[src/rtl/sum_ghi_seq.sv]
// -----------------------------------------------------------------------------
// sum_ghi_seq
//   Sequencer / accumulator controller for the 121-input GHI adder tree.
//   Paces tile beats into the tree, gates the tree enable, accumulates the
//   per-beat tree sums over a configured number of passes and returns the
//   final sum to the normalisation stage over a valid/ready handshake.
//
// Optional feature (macro SUM_GHI_SAT_EN):
//   defined   - every accumulate saturates at 2^ACC_W-1; a sticky sat_flag
//               output reports that some add in the current job saturated.
//   undefined - modular add, no sat_flag port.
//
// Ports:
//   clk, rst_n    clock (rising edge), asynchronous active-low reset
//   start         one-cycle job start pulse (honoured only in IDLE)
//   abort         synchronous job cancel, wins over everything but reset
//   cfg_passes    beats per job, 0 is treated as 1
//   beat_valid    upstream presents a beat to the tree this cycle
//   beat_ready    controller accepts the beat this cycle
//   tree_en       tree enable, high only in the cycle a beat is accepted
//   tree_hold     tree reg_sum feedback = low TREE_W bits of the accumulator
//   tree_sum      tree out_sum (combinational from the products)
//   res_valid     final sum available
//   res_ready     consumer accepts the result
//   res_sum       final accumulated sum, stable while res_valid
//   busy          job in progress (ACCUM or DONE)
//   pass_idx      beats accepted so far in the current job
//   sat_flag      (SUM_GHI_SAT_EN only) sticky saturation indicator
// -----------------------------------------------------------------------------
module sum_ghi_seq #(
   parameter int TREE_W = 35,
   parameter int ACC_W  = 40,
   parameter int PASS_W = 4
) (
   input  logic              clk,
   input  logic              rst_n,
   input  logic              start,
   input  logic              abort,
   input  logic [PASS_W-1:0] cfg_passes,
   input  logic              beat_valid,
   output logic              beat_ready,
   output logic              tree_en,
   output logic [TREE_W-1:0] tree_hold,
   input  logic [TREE_W-1:0] tree_sum,
   output logic              res_valid,
   input  logic              res_ready,
   output logic [ACC_W-1:0]  res_sum,
   output logic              busy,
   output logic [PASS_W-1:0] pass_idx
`ifdef SUM_GHI_SAT_EN
   ,
   output logic              sat_flag
`endif
);

   localparam logic [1:0] S_IDLE  = 2'd0;
   localparam logic [1:0] S_ACCUM = 2'd1;
   localparam logic [1:0] S_DONE  = 2'd2;

   localparam logic [PASS_W-1:0] ONE_PASS = PASS_W'(1);

   logic [1:0]        state_q,     state_d;
   logic [ACC_W-1:0]  acc_q,       acc_d;
   logic [PASS_W-1:0] pass_cnt_q,  pass_cnt_d;
   logic [PASS_W-1:0] passes_q,    passes_d;
   logic              res_valid_q, res_valid_d;
   logic [ACC_W-1:0]  res_sum_q,   res_sum_d;

   logic              accept;
   logic [PASS_W-1:0] pass_cnt_inc;
   logic [ACC_W-1:0]  add_res;

   // Abort kills acceptance in the same cycle so an aborted beat never
   // reaches the accumulator or pulses the tree enable.
   assign beat_ready   = (state_q == S_ACCUM) && !abort;
   assign accept       = beat_valid && beat_ready;
   assign tree_en      = accept;
   assign pass_cnt_inc = pass_cnt_q + ONE_PASS;

   // Feeding back the accumulator keeps the tree output stable while en=0.
   assign tree_hold = acc_q[TREE_W-1:0];

`ifdef SUM_GHI_SAT_EN
   logic             sat_q, sat_d;
   logic [ACC_W:0]   sum_wide;
   logic             add_sat;

   // One guard bit catches the carry out; a carry means clamp to all-ones.
   assign sum_wide = {1'b0, acc_q} + (ACC_W+1)'(tree_sum);
   assign add_sat  = sum_wide[ACC_W];
   assign add_res  = add_sat ? {ACC_W{1'b1}} : sum_wide[ACC_W-1:0];
   assign sat_flag = sat_q;
`else
   assign add_res = acc_q + ACC_W'(tree_sum);
`endif

   // NOTE: every variable gets a default at the top of this block so that
   // no path leaves one unassigned, which would otherwise infer a latch.
   always_comb begin
      state_d     = state_q;
      acc_d       = acc_q;
      pass_cnt_d  = pass_cnt_q;
      passes_d    = passes_q;
      res_valid_d = res_valid_q;
      res_sum_d   = res_sum_q;
`ifdef SUM_GHI_SAT_EN
      sat_d       = sat_q;
`endif
      if (abort) begin
         state_d     = S_IDLE;
         res_valid_d = 1'b0;
         acc_d       = '0;
         pass_cnt_d  = '0;
      end else begin
         case (state_q)
            S_IDLE: begin
               if (start) begin
                  passes_d   = (cfg_passes == '0) ? ONE_PASS : cfg_passes;
                  acc_d      = '0;
                  pass_cnt_d = '0;
`ifdef SUM_GHI_SAT_EN
                  sat_d      = 1'b0;
`endif
                  state_d    = S_ACCUM;
               end
            end
            S_ACCUM: begin
               if (accept) begin
                  acc_d      = add_res;
                  pass_cnt_d = pass_cnt_inc;
`ifdef SUM_GHI_SAT_EN
                  sat_d      = sat_q | add_sat;
`endif
                  // Result is taken from the adder directly so it appears
                  // the cycle after the last beat, not two cycles later.
                  if (pass_cnt_inc == passes_q) begin
                     res_sum_d   = add_res;
                     res_valid_d = 1'b1;
                     state_d     = S_DONE;
                  end
               end
            end
            S_DONE: begin
               // start is deliberately not looked at here; a start in the
               // handshake cycle is dropped.
               if (res_ready) begin
                  res_valid_d = 1'b0;
                  state_d     = S_IDLE;
               end
            end
            default: state_d = S_IDLE;
         endcase
      end
   end

   // NOTE: state is updated with non-blocking assignments so every flop
   // samples the pre-edge values, independent of statement order.
   always_ff @(posedge clk or negedge rst_n) begin
      if (!rst_n) begin
         state_q     <= S_IDLE;
         acc_q       <= '0;
         pass_cnt_q  <= '0;
         passes_q    <= ONE_PASS;
         res_valid_q <= 1'b0;
         res_sum_q   <= '0;
`ifdef SUM_GHI_SAT_EN
         sat_q       <= 1'b0;
`endif
      end else begin
         state_q     <= state_d;
         acc_q       <= acc_d;
         pass_cnt_q  <= pass_cnt_d;
         passes_q    <= passes_d;
         res_valid_q <= res_valid_d;
         res_sum_q   <= res_sum_d;
`ifdef SUM_GHI_SAT_EN
         sat_q       <= sat_d;
`endif
      end
   end

   assign res_valid = res_valid_q;
   assign res_sum   = res_sum_q;
   assign busy      = (state_q != S_IDLE);
   assign pass_idx  = pass_cnt_q;

endmodule

[config.mk]
export PLATFORM = sky130hd
export DESIGN_NAME = sum_ghi_seq
export DESIGN_NICKNAME = d
export VERILOG_FILES = /design/src/rtl/sum_ghi_seq.sv
export SDC_FILE = /design/constraint.sdc
export NUM_CORES = 1
export LEC_CHECK = 0
export BUFFER_PORTS_ARGS = -buffer_cell sky130_fd_sc_hd__buf_2
export CORE_MARGIN = 2
export CORE_UTILIZATION = 30
export DETAILED_ROUTE_END_ITERATION = 8
export MAX_ROUTING_LAYER = met4
export SLEW_MARGIN = 10
export SYNTH_ARGS = -nofsm -noshare
export SYNTH_HDL_FRONTEND = slang
export SYNTH_SLANG_ARGS = --single-unit
[constraint.sdc]
create_clock -name clk -period 4.25 [get_ports clk]
set_clock_uncertainty 0.2 [all_clocks]
set_input_delay 0.6375 -clock clk [delete_from_list [all_inputs] [get_ports clk]]
set_output_delay 0.6375 -clock clk [all_outputs]
set_load 0.02 [all_outputs]
# Word-level counts from Yosys, hierarchy flattened
# Index checks and enable logic that the tools add are counted.
dict set report op_classes {
  magnitude_cmp 0
  multipliers 0
  reduce_logical 13
  mux 20
  shift 0
  addsub 2
  n_div 0
  bitwise 1
  eq_ne 7
}
# op n
set ops {}
lappend ops {{2-to-1 mux 40 bit} 3}
lappend ops {{case mux 40 bit (2 select lines)} 1}
lappend ops {{adder 40 x 35 -> 40 bit} 1}
lappend ops {{2-to-1 mux 4 bit} 4}
lappend ops {{AND reduction 4 bit} 3}
lappend ops {{2-to-1 mux 2 bit} 5}
lappend ops {{!= test 3 bit (second input constant)} 3}
lappend ops {{case mux 4 bit (2 select lines)} 1}
lappend ops {{case mux 2 bit (3 select lines)} 1}
lappend ops {{AND reduction 3 bit} 2}
lappend ops {{nonzero test 3 bit} 2}
lappend ops {{adder 4 x 1 -> 4 bit (second input constant)} 1}
lappend ops {{equality test 4 bit} 1}
lappend ops {{zero test 4 bit} 1}
lappend ops {{2-to-1 mux 1 bit} 4}
lappend ops {{!= test 3 x 2 -> 1 bit (second input constant)} 1}
lappend ops {{equality test 2 x 1 -> 1 bit (second input constant)} 1}
lappend ops {{equality test 2 bit (second input constant)} 1}
lappend ops {{logical AND 1 bit} 2}
lappend ops {{zero test 2 bit} 1}
lappend ops {{case mux 1 bit (2 select lines)} 1}
lappend ops {{nonzero test 2 bit} 1}
lappend ops {{zero test 1 bit} 1}
lappend ops {{NOT 1 bit} 1}
dict set report totals {
  latch_bits 0
  mem_bits_ro 0
  regBits 91
  wordCells 49
  output_inout_bits 83
  in_bits 45
  ram_bits 0
  mem_count 0
}

# Longest topological paths before layout
dict set report logic_depth {
  depth_word 6
  ltp_mapped 12
  ltp_nobuf 12
}

# Worst setup path before layout
# Ideal clock, no wire load.
dict set report synth_path {
  path_kind {in2reg}
  startpoint {in tree_sum[0]}
  endpoint {reg acc_q[38]}
  path_stages 12
  setup_slack_ps 1089
  t_arrival_ps 2843
  path_cell_list {ha_1 > inv_1 > fa_1 > nor2b_1 > o2111ai_1 > a21oi_2 > o211ai_2 > a2111oi_2 > a211oi_1 > nor3b_2 > o22ai_1 > a21o_1}
}
dict set report synth_between {
  elab_chain_len 4
}
# element line_no
set synth_lines {}
lappend synth_lines {{start, declared} 44} ;# input logic [TREE_W-1:0] tree_sum,
lappend synth_lines {{adder 40 x 35 -> 40 bit} 94} ;# assign add_res = acc_q + ACC_W'(tree_sum);
lappend synth_lines {{2-to-1 mux 40 bit} 128} ;# if (accept) begin
lappend synth_lines {{case mux 40 bit (2 select lines)} 115} ;# case (state_q)
lappend synth_lines {{2-to-1 mux 40 bit} 109} ;# if (abort) begin
lappend synth_lines {{end signal, assigned} 161} ;# acc_q <= '0;
lappend synth_lines {{end signal, assigned} 171} ;# acc_q <= acc_d;
lappend synth_lines {{end, declared} 63} ;# logic [ACC_W-1:0] acc_q, acc_d;
# No other way between the ends. The select of a mux whose other input is x is not followed.
# A chain may end at the register's enable or synchronous reset.

# Worst setup path after layout
dict set report layout_path {
  startpoint {reg acc_q[0]}
  endpoint {reg acc_q[38]}
}
dict set report layout_between {
  elab_chain_len 4
}
# element line_no
set layout_lines {}
lappend layout_lines {{adder 40 x 35 -> 40 bit} 94}
lappend layout_lines {{2-to-1 mux 40 bit} 128}
lappend layout_lines {{case mux 40 bit (2 select lines)} 115}
lappend layout_lines {{2-to-1 mux 40 bit} 109}
# No other way between the ends. The select of a mux whose other input is x is not followed.

==> results_dict.tcl <==
set metrics [dict create \
    run_status "completed" \
    nets 719 \
    period_needed_ns 3.315 \
    row_count 49 \
    ff2ff_setup_slack_ns 0.94 \
    fillCellCount 1857 \
    worst_pin_slew_ns 1.005 \
    antenna_found_initial 0 \
    die_w_um 140.6 \
    reg2reg_depth 12 \
    fmax_ghz 0.3017 \
    drc_errors 0 \
    htree_levels 3 \
    irDropWorstVdd_uv 192.8 \
    insertion_delay_ns 0.35 \
    grt_pass1_vias 4366 \
    ys_warn_count 0 \
    initial_utilization_pct 30.85 \
    ant_nets 0 \
    drt_iter0_drc 189 \
    cp_top_family "compound AO/OA/AOI/OAI gates" \
    placed_area_um2 6231 \
    die_h_um 140.6 \
    grt_pass1_wl_um 22550 \
    port_buffers 127 \
    grt_use_met2_pct 21.85 \
    cts.hold.buffers_added 0 \
    grtUsageMet1_pct 20.51 \
    firstDrtPassIters 5 \
    cts-root-buf "clkbuf_16" \
    overflow 0 \
    relSlewSlack_pct 33.02 \
    power-per-cell-area_nw_per_um2 421.3 \
    fin_setup_tns_ns 0 \
    vias 4352 \
    regToRegEndpoint "acc_q[38]$_DFFE_PN0P_" \
    busiest_layer "met2" \
    hpwlAfterDp_um 10230 \
    synth_largest_area_cell "dfrtp_1" \
    synth_top_flop_cell "dfrtp_1" \
    worst_setup_path_end_kind "register" \
    crit_type "register to register" \
    ios 128 \
    synth_top_area_share_pct 40.23 \
    worst-path-buf-inv 1 \
    r2r-start "acc_q[0]$_DFFE_PN0P_" \
    ys_types 57 \
    cts_setup_buffers 0 \
    period_share_pct 78.00 \
    drive_gt1_share_pct 31.00 \
    worstPathArrival_ns 3.36 \
    use_met3_pct 2.785 \
    cts_sinks 91 \
    die_area_um2 19770 \
    synthCells 552 \
    finalHoldViolations 0 \
    crit_start "acc_q[0]$_DFFE_PN0P_" \
    async_flop_share_pct 100.0 \
    track_usage_pct 14.72 \
    grt_setup_unrepaired "false" \
    syn-cell-area_um2 5598 \
    routed_wl_um 13740 \
    antenna_cells 0 \
    core_area_um2 18150 \
    min_path_type "primary input to async pin" \
    power_leakage_uw 0.003401 \
    grt_max_degree 77 \
    wl_per_cell_um 15.78 \
    crit_fanout 4 \
    setup_viol 0 \
    fin_area_um2 6541 \
    cts_inserted_buffers 9 \
    gp_congestion 0.8191 \
    slowest_stage "a2111oi_2" \
    crit_path_start_kind "register" \
    tritoncts "done" \
    synthTopCellsByArea "dfrtp_1, ha_1, mux2_2" \
    path_cells "ha_1 -> inv_1 -> fa_1 -> nor2b_1 -> o2111ai_1 -> a21oi_2 -> o211ai_2 -> a2111oi_2 -> a211oi_1 -> nor3b_2 -> o22ai_1 -> a21o_1" \
    cts_buffer_depth 2 \
    required_ns 4.30 \
    cap_viol_max_count 0 \
    clk_pin_slew_ns 0.07 \
    synthToLayoutAreaGrowth_pct 16.85 \
    viasPerCell 4.997 \
    drv_slew 0 \
    syn_nets 634 \
    dp_cells 855 \
    synth_seq_cells 91 \
    ctsResizeCount 0 \
    ys_seq_area_share_pct 40.70 \
    whs_ns 0.2420 \
    synth-edff-count 0 \
    critical-path-max-stage-delay_ns 0.41 \
    syn_area_per_cell_um2 10.14 \
    fin_cells 871 \
]
state kept, by name (all words and copies together) (netlist names):
register,cells
pass_idx,4
state_q,2
acc_q,40
res_sum,40
res_valid,1
passes_q,4
where the power goes:
| group | total (uW) | internal, uW | switching [uW] |
|---|---|---|---|
| logic | 804 | 318 | 486 |
| registers | 1110 | 1020 | 84.8 |
| clock network | 845 | 478 | 367 |
how the worst max path moves through the flow:
stage	end	depth (start not counted)	slack, ns
floorplan	acc_q[38]$_DFFE_PN0P_	12	1.09
CTS	acc_q[38]$_DFFE_PN0P_	12	0.86
global route	acc_q[38]$_DFFE_PN0P_	12	0.61
global placement	acc_q[38]$_DFFE_PN0P_	13	0.64
detailed placement	acc_q[38]$_DFFE_PN0P_	13	0.53
finish	acc_q[38]$_DFFE_PN0P_	12	0.94
per-stage QoR:
stage          power [uW]  setup slack, ns  util [%]
6_report             2756           0.9351     36.05
5_1_grt              2919           0.6081     36.05
4_1_cts              2802           0.8554     36.05
3_5_place_dp         1937           0.5328     34.34
3_3_place_gp         1927           0.6397     34.34
2_1_floorplan        1671            1.089         -
synthesized netlist by cell type, drive strengths merged (3+ instances only):
library cell,n
nand2b,3
buf,37
nand2,56
nor4,4
dfrtp,90
nand3,8
ha,36
mux2,31
a31oi,5
nor3,3
o21ai,41
nor2,22
a21o,19
nand4,8
o21a,3
a22o,29
inv,8
clkbuf,21
a21oi,36
and3,6
a211oi,6
xor2,17
nor2b,3
xnor2,27
cell families after synthesis:
kind of cell / share of synthesized area, %
flops: 40.70
simple gates: 9.857
fa+ha+maj: 8.404
xor+xnor: 6.884
buf+inv: 6.817
mux: 6.236
compound gates: 21.10
layout make-up:
| cell class | instances | area (um2) | area share, % |
|---|---|---|---|
| Inverter | 8 | 30.03 | 0.4591 |
| Tap cell | 229 | 286.5 | 4.380 |
| Clock buffer | 10 | 239.0 | 3.653 |
| Clock inverter | 6 | 71.32 | 1.090 |
| Sequential cell | 91 | 2278 | 34.83 |
| Multi-Input combinational cell | 395 | 2948 | 45.07 |
| Timing Repair Buffer | 132 | 688.2 | 10.52 |
placed cells by master, fill, tap and decap left out, types with 2 or more instances in the layout:
cell        netlist  routed
xor2_1           17      17
o31a_1            2       2
buf_4            35       5
a21o_1           19      19
o21a_1            3       3
nor4_1            4       4
nand3_1           8       8
and2_1            2       2
a211o_1           2       2
nor2b_1           3       3
o21ai_0          37      37
a31o_2            2       2
ha_1             36      36
o21ai_1           4       4
nand3b_1          2       2
dfrtp_1          90      90
inv_6             0       2
nand4_1           8       8
nand2_1          56      55
nor2_1           22      21
clkbuf_16         0       9
buf_2             2     126
a21oi_2           3       3
xnor2_1          27      27
and3_1            6       6
nand2b_1          3       3
o31ai_1           2       2
inv_1             7       7
a22o_1           29      29
a21oi_1          33      33
clkinvlp_4        0       2
nor3_1            3       3
a211oi_1          5       5
a31oi_1           4       4
mux2_2           31      31
metal layers:
layer | part of all wire [%] | vias up
li1 | - | 2137
met1 | 51 | 2107
met2 | 44 | 94
met3 | 3.9 | 14
met4 | 1.3 | 0
met5 | 0 | -
Note: power is estimated with default switching activity, not from simulation.
